## src/rtl/intrapred_pkg.sv

```systemverilog
`default_nettype none
// ============================================================================
// Module      : intrapred_pkg
// Description : Shared constants, fetch-state encoding and read-slot helpers
//               for the intra 4x4 block fetcher.
// Revision    : 1.0 - initial release
// ============================================================================
package intrapred_pkg;

  localparam int         PIX_W      = 8;
  localparam logic [7:0] DC_FILL    = 8'd128;
  localparam int         NEIGH_TOP  = 8;
  localparam int         NEIGH_LEFT = 5;

  typedef enum logic [1:0] {
    FS_IDLE  = 2'd0,
    FS_FETCH = 2'd1,
    FS_DRAIN = 2'd2,
    FS_HOLD  = 2'd3
  } fetch_state_e;

  // Read slots: 0-15 block pixels, 16-19 A-D, 20-23 E-H, 24 M, 25-28 I-L.
  localparam int         SLOT_W        = 5;
  localparam logic [4:0] SLOT_BLK_LAST = 5'd15;
  localparam logic [4:0] SLOT_TOP      = 5'd16;
  localparam logic [4:0] SLOT_TR       = 5'd20;
  localparam logic [4:0] SLOT_M        = 5'd24;
  localparam logic [4:0] SLOT_LEFT     = 5'd25;
  localparam logic [4:0] SLOT_END      = 5'd29;
  localparam logic [4:0] SLOT_DONE     = 5'd31;

  // av = {topright, left, top}
  function automatic logic slot_needed(input logic [4:0] s, input logic [2:0] av);
    logic r;
    if (s < SLOT_TOP)       r = 1'b1;
    else if (s < SLOT_TR)   r = av[0];
    else if (s < SLOT_M)    r = av[2];
    else if (s == SLOT_M)   r = av[0] & av[1];
    else if (s < SLOT_END)  r = av[1];
    else                    r = 1'b0;
    return r;
  endfunction

  // Next slot that actually has to be read, or SLOT_DONE when none is left.
  function automatic logic [4:0] next_slot(input logic [4:0] s, input logic [2:0] av);
    logic [4:0] n;
    n = SLOT_DONE;
    for (int i = 28; i >= 0; i--) begin
      if ((5'(i) > s) && slot_needed(5'(i), av)) n = 5'(i);
    end
    return n;
  endfunction

endpackage
`default_nettype wire

```

## src/rtl/block_addr_gen.sv

```systemverilog
`default_nettype none
// ============================================================================
// Module      : block_addr_gen
// Description : Converts the current read slot of a 4x4 block fetch into a
//               frame-store address. Row bases advance by an add of FRAME_W,
//               so the per-pixel path contains no multiplier.
// Revision    : 1.0 - initial release
// ============================================================================
module block_addr_gen
  import intrapred_pkg::*;
#(
  parameter int FRAME_W = 176,
  parameter int ADDR_W  = 15
) (
  input  logic              clk,
  input  logic              reset,
  input  logic              load,
  input  logic [5:0]        blk_x,
  input  logic [5:0]        blk_y,
  input  logic              advance,
  input  logic [4:0]        slot,
  output logic [ADDR_W-1:0] addr
);

  localparam logic [ADDR_W-1:0] c_ROW_STEP     = ADDR_W'(FRAME_W);
  localparam logic [ADDR_W-1:0] c_BLK_ROW_STEP = ADDR_W'(4 * FRAME_W);

  logic [ADDR_W-1:0] r_origin;
  logic [ADDR_W-1:0] r_row_base;
  logic [ADDR_W-1:0] w_origin;
  logic [ADDR_W-1:0] w_top_row;

  // Block origin, evaluated once per accepted start (constant coefficient).
  assign w_origin  = ADDR_W'(blk_y) * c_BLK_ROW_STEP + ADDR_W'({blk_x, 2'b00});
  assign w_top_row = r_origin - c_ROW_STEP;

  // Address of the slot being issued this cycle.
  always_comb begin
    addr = r_row_base;
    if (slot < SLOT_TOP)      addr = r_row_base + ADDR_W'(slot[1:0]);
    else if (slot < SLOT_M)   addr = w_top_row + ADDR_W'(slot[2:0]);
    else if (slot == SLOT_M)  addr = w_top_row - ADDR_W'(1);
    else                      addr = r_row_base - ADDR_W'(1);
  end

  // Row base walks the block rows, rewinds to the origin for the left column.
  always_ff @(posedge clk or negedge reset) begin
    if (!reset) begin
      r_origin   <= '0;
      r_row_base <= '0;
    end else if (load) begin
      r_origin   <= w_origin;
      r_row_base <= w_origin;
    end else if (advance) begin
      if (slot < SLOT_TOP) begin
        if (slot[1:0] == 2'b11)
          r_row_base <= (slot == SLOT_BLK_LAST) ? r_origin : r_row_base + c_ROW_STEP;
      end else if (slot >= SLOT_LEFT) begin
        r_row_base <= r_row_base + c_ROW_STEP;
      end
    end
  end

endmodule
`default_nettype wire

```

## src/rtl/block_fetcher.sv

```systemverilog
`default_nettype none
// ============================================================================
// Module      : block_fetcher
// Description : Fetches a 4x4 luma block and its 13 intra neighbours from the
//               frame store one pixel per cycle, fills unavailable neighbours
//               and holds the set under a valid/ready handshake.
//               Optional macro BLOCK_FETCHER_STATS_EN adds blk_count output.
// Revision    : 1.0 - initial release
// ============================================================================
module block_fetcher
  import intrapred_pkg::*;
#(
  parameter int FRAME_W = 176,
  parameter int FRAME_H = 144,
  parameter int ADDR_W  = 15
) (
  input  logic                          clk,
  input  logic                          reset,
  input  logic                          enable,
  input  logic                          start,
  input  logic [5:0]                    blk_x,
  input  logic [5:0]                    blk_y,
  output logic                          busy,
  output logic                          mem_rd,
  output logic [ADDR_W-1:0]             mem_addr,
  input  logic [PIX_W-1:0]              mem_rdata,
  output logic                          out_valid,
  input  logic                          out_ready,
  output logic [16*PIX_W-1:0]           mb,
  output logic [NEIGH_TOP*PIX_W-1:0]    toppixels,
  output logic [NEIGH_LEFT*PIX_W-1:0]   leftpixels,
`ifdef BLOCK_FETCHER_STATS_EN
  output logic [15:0]                   blk_count,
`endif
  output logic [2:0]                    avail
);

  localparam logic [1:0] c_ST_IDLE  = 2'(FS_IDLE);
  localparam logic [1:0] c_ST_FETCH = 2'(FS_FETCH);
  localparam logic [1:0] c_ST_DRAIN = 2'(FS_DRAIN);
  localparam logic [1:0] c_ST_HOLD  = 2'(FS_HOLD);
  localparam logic [5:0] c_LAST_COL = 6'(FRAME_W / 4 - 1);

  if (ADDR_W < $clog2(FRAME_W * FRAME_H)) begin : g_addr_w_check
    $error("ADDR_W too small for frame size");
  end

  logic [1:0]                  r_state;
  logic [4:0]                  r_slot;
  logic [2:0]                  r_avail;
  logic                        r_pend;
  logic [4:0]                  r_pend_slot;
  logic [16*PIX_W-1:0]         r_mb;
  logic [NEIGH_TOP*PIX_W-1:0]  r_top;
  logic [NEIGH_LEFT*PIX_W-1:0] r_left;
  logic [4:0]                  w_next_slot;
  logic [2:0]                  w_av_new;
  logic [ADDR_W-1:0]           w_addr;
  logic                        w_start_acc;
  logic                        w_issue;

  assign w_av_new[0] = (blk_y != 6'd0);
  assign w_av_new[1] = (blk_x != 6'd0);
  assign w_av_new[2] = w_av_new[0] && (blk_x < c_LAST_COL);

  assign w_start_acc = (r_state == c_ST_IDLE) && enable && start;
  assign w_issue     = (r_state == c_ST_FETCH) && enable;
  assign w_next_slot = next_slot(r_slot, r_avail);

  assign busy       = (r_state != c_ST_IDLE);
  assign out_valid  = (r_state == c_ST_HOLD);
  assign mem_rd     = w_issue;
  assign mem_addr   = w_issue ? w_addr : '0;
  assign mb         = r_mb;
  assign toppixels  = r_top;
  assign leftpixels = r_left;
  assign avail      = r_avail;

  block_addr_gen #(
    .FRAME_W (FRAME_W),
    .ADDR_W  (ADDR_W)
  ) u_addr_gen (
    .clk     (clk),
    .reset   (reset),
    .load    (w_start_acc),
    .blk_x   (blk_x),
    .blk_y   (blk_y),
    .advance (w_issue),
    .slot    (r_slot),
    .addr    (w_addr)
  );

  // Fetch sequencing. The output handshake completes independently of enable
  // so a consumer never sees a block it already took still marked valid.
  always_ff @(posedge clk or negedge reset) begin
    if (!reset) begin
      r_state <= c_ST_IDLE;
      r_slot  <= '0;
      r_avail <= '0;
    end else begin
      case (r_state)
        c_ST_IDLE: begin
          if (w_start_acc) begin
            r_state <= c_ST_FETCH;
            r_slot  <= '0;
            r_avail <= w_av_new;
          end
        end
        c_ST_FETCH: begin
          if (enable) begin
            r_slot <= w_next_slot;
            if (w_next_slot == SLOT_DONE) r_state <= c_ST_DRAIN;
          end
        end
        c_ST_DRAIN: begin
          if (enable) r_state <= c_ST_HOLD;
        end
        default: begin
          if (out_ready) r_state <= c_ST_IDLE;
        end
      endcase
    end
  end

  // Capture returning read data by slot; neighbours start out as DC fill.
  always_ff @(posedge clk or negedge reset) begin
    if (!reset) begin
      r_pend      <= 1'b0;
      r_pend_slot <= '0;
      r_mb        <= '0;
      r_top       <= '0;
      r_left      <= '0;
    end else begin
      r_pend      <= w_issue;
      r_pend_slot <= r_slot;
      if (w_start_acc) begin
        r_top  <= {NEIGH_TOP{DC_FILL}};
        r_left <= {NEIGH_LEFT{DC_FILL}};
      end else if (r_pend) begin
        if (r_pend_slot < SLOT_TOP) begin
          r_mb[{r_pend_slot[3:0], 3'b000} +: PIX_W] <= mem_rdata;
        end else if (r_pend_slot < SLOT_M) begin
          r_top[{r_pend_slot[2:0], 3'b000} +: PIX_W] <= mem_rdata;
          // D replicates into E-H when the top-right block is missing.
          if ((r_pend_slot == SLOT_TR - 5'd1) && !r_avail[2])
            r_top[NEIGH_TOP*PIX_W-1:4*PIX_W] <= {4{mem_rdata}};
        end else begin
          r_left[{r_pend_slot[2:0], 3'b000} +: PIX_W] <= mem_rdata;
        end
      end
    end
  end

`ifdef BLOCK_FETCHER_STATS_EN
  logic [15:0] r_blk_count;

  // Delivered-block counter, wraps naturally.
  always_ff @(posedge clk or negedge reset) begin
    if (!reset)                                 r_blk_count <= '0;
    else if ((r_state == c_ST_HOLD) && out_ready) r_blk_count <= r_blk_count + 16'd1;
  end

  assign blk_count = r_blk_count;
`endif

endmodule
`default_nettype wire

```

## config.mk

```make
export PLATFORM = sky130hd
export DESIGN_NAME = block_fetcher
export DESIGN_NICKNAME = d
export VERILOG_FILES = /design/src/rtl/intrapred_pkg.sv /design/src/rtl/block_addr_gen.sv /design/src/rtl/block_fetcher.sv
export SDC_FILE = /design/constraint.sdc
export NUM_CORES = 1
export LEC_CHECK = 0
export ABC_CLOCK_PERIOD_IN_PS = 8500
export CAP_MARGIN = 10
export CORE_MARGIN = 10
export CORE_UTILIZATION = 45
export DETAILED_ROUTE_END_ITERATION = 16
export GPL_TIMING_DRIVEN = 0
export PLACE_DENSITY = 0.71
export SYNTH_ARGS = -nofsm -noshare
export SYNTH_HDL_FRONTEND = slang
export SYNTH_SLANG_ARGS = --single-unit
```

## constraint.sdc

```tcl
create_clock -name clk -period 8.5 [get_ports clk]
set_input_delay 1.7 -clock clk [delete_from_list [all_inputs] [get_ports clk]]
set_output_delay 1.7 -clock clk [all_outputs]
set_load 0.01 [all_outputs]
```

==> out/results.ini <==
[status]
outcome=complete, no violations

[placed_design]
place.gp.congestion=0.914
portBuffers=277
dp_hpwl_mm=33.3
dp_slack_ns=2.83

[worst_setup_path]
crit_required_ns=6.80
reg2regPathDepth=10
crit_path_start=u_addr_gen.r_origin[5]
crit_path_start_kind=register
critPathArrivalTime_ns=4.19
cp_max_fo=9
reg2reg_setup_slack_ns=5.17
crit_path_end_kind=output port
crit_type=register to output port
cp-endpoint=mem_addr[11]
r2r-start=r_pend_slot[0]
reg2reg_to=toppixels[15]

[global_routing]
grt_pass1_vias=11600
grt_max_degree=102
track_usage=0.226
grt_remaining_overflow=0
grt_first_pass_wirelength_mm=69.3
antenna_found_initial=0

[die]
dieArea_um2=37900
initial_core_util=0.459
rows=63
die_w_um=195
coreArea_um2=29900
ios=278
die_y_um=195

[route]
drc=0
ant_nets=0
avgRoutedWirePerCell_um=21.1
drtIter0Drc=860
vias=11600
drt_first_pass_iters=5
viasPerCell=5.51
routed_wl_mm=44.3

[sta]
drv_slew=0
setup_viol=0
period_share=0.692
hold_violations=0
relSlewSlack=0.281
final.min_clock_period_ns=5.89
tightest_slew_ns=1.07
setup_ws_ns=2.61
max_freq_mhz=170
fin_skew_ns=0.0199
rsz0062_at_grt=false

[clock_tree]
cts.path.max_buffers=3
htreeDepth=1
clkSlewWorstSetupHoldPaths_ns=0.06
cts-buffers-inserted=29
cts_sinks=274
cts_hold_buf=0
cts_tree=yes
cts_resized=0
postCtsSetupBuffers=0
clk_latency_ns=0.55
cts-root-buf=clkbuf_16

[cells_and_area]
area_growth_pct=30.8
fin_nets=1754
antenna_cells=0
final_core_util=0.600
drive_above_1_share=0.0854

[synth]
synth_edf_count=0
netlist_area_um2=13700
synthFlopType=dfrtp_1
ys_ff_latch=274
syn_area_per_cell_um2=9.93
yosys.cell_count.top_type=dfrtp_1
synthesis.instances=1381
yosys-top-cells-count=dfrtp_1 (274), nor2_1 (176), nand2_1 (158)
async_flop_share=1.00
synth_fp_nets=1444
ys_types=71
ys.warnings.count=0
post-synth-top-area-cell=dfrtp_1
seq_area_frac_synth=0.500
synth_top_cell_area_share=0.500
synth.area.top_cells=dfrtp_1 (50%), mux2i_1 (7.8%), mux2_2 (5.1%), nor2_1 (4.8%), nand2_1 (4.3%)

[job]
maxCapViolations=0

[power_and_ir_drop]
power_w=0.00525
p_leak_nw=8.34
ir_drop_mv=0.189
powerDensity_nw_per_um2=293

[min_path]
min_path_type=register to register
hold_depth=0

[metal layers]
layer  track usage  vias up  part of all wire
met5             0        -                 0
met4        0.0710        0             0.033
met3        0.0482       73             0.076
met2         0.380      414              0.48
met1         0.284     5704              0.41
li1              -     5379                 -
[state kept, by name (all words and copies together) (netlist names)]
| signal | cells |
|---|---|
| r_state | 2 |
| r_pend | 1 |
| toppixels | 64 |
| u_addr_gen.r_origin | 13 |
| avail | 3 |
| r_slot | 5 |
| mb | 128 |
| u_addr_gen.r_row_base | 13 |
| leftpixels | 40 |
| r_pend_slot | 5 |
[power breakdown]
part	total (W)	internal, W	leakage, nW	switching, W
logic	0.00217	0.000982	4.31	0.00118
clock network	0.00121	0.000698	0.447	0.000516
registers	0.00187	0.00162	3.58	0.000244
[per-stage QoR]
step           hold WS (ns)  std cells  instance area (µm²)   TNS, ns
4_1_cts               0.430       2100                17900         0
2_1_floorplan         0.378       1381                13700         0
5_1_grt               0.438       2100                17900         0
3_5_place_dp          0.417       2050                17000         0
3_3_place_gp          0.410       2048                17000  -1634.02
6_report              0.432       2100                17900         0
[layout make-up]
type                       instances  area [µm²]
inverter                          53         199
sequential                       274        6860
buffer                            87         364
fill                            2566       11900
tap                              390         488
clock buffer                      40         817
clock inverter                    10        88.8
timing repair buffer             279        2830
multi-input combinational        967        6290
[logic make-up (layout without fill, tap and decap cells)]
logic type | count (synthesis) | count (layout) | share of synthesized area
AND/OR/NAND/NOR | 476 | 476 | 0.158
adder cells (fa/ha/maj) | 38 | 38 | 0.0369
buffers and inverters | 140 | 469 | 0.0411
multiplexers | 169 | 169 | 0.129
XOR/XNOR | 39 | 39 | 0.0249
AO/OA/AOI/OAI | 245 | 245 | 0.110
flip-flops | 274 | 274 | 0.500
[placed cells by master (no fill, tap or decap), types with 10 or more instances in the layout]
master | synthesis | layout
clkbuf_16 | 0 | 29
nor2_1 | 176 | 176
ha_1 | 34 | 34
o21ai_0 | 93 | 93
a31oi_1 | 10 | 10
nor3b_1 | 10 | 10
nand2_1 | 158 | 158
dfrtp_1 | 274 | 274
clkdlybuf4s50_1 | 0 | 276
xor2_1 | 19 | 19
mux2_2 | 62 | 62
xnor2_1 | 20 | 20
nand3_1 | 36 | 36
o211ai_1 | 12 | 12
clkbuf_1 | 72 | 78
o22ai_1 | 11 | 11
nor3_1 | 14 | 14
inv_1 | 52 | 52
nand4_1 | 12 | 12
mux2i_1 | 107 | 107
nand2b_1 | 11 | 11
a21oi_1 | 59 | 59
[worst max-delay path, stage by stage, from the launching register on]
cell and delay, ns:
dfrtp_1 0.49, ha_1 0.23, buf_2 0.16, o21ai_1 0.41, nand2_1 0.13, xor2_1 0.45, nor3_1 0.18, xnor2_1 0.19
o22ai_1 0.10, a2111oi_1 0.59, clkdlybuf4s50_1 0.70
[how the worst min path moves through the flow]
stage	to	slack, ns	startpoint
after CTS	r_pend_slot[0]	0.43	r_slot[0]
final	r_pend_slot[0]	0.43	r_slot[0]
after global routing	r_pend_slot[4]	0.44	r_slot[4]
after detailed placement	r_pend_slot[0]	0.42	r_slot[0]
after floorplan	r_pend_slot[0]	0.38	r_slot[0]
after global placement	r_pend_slot[4]	0.41	r_slot[4]
(Power assumes the default switching activity.)
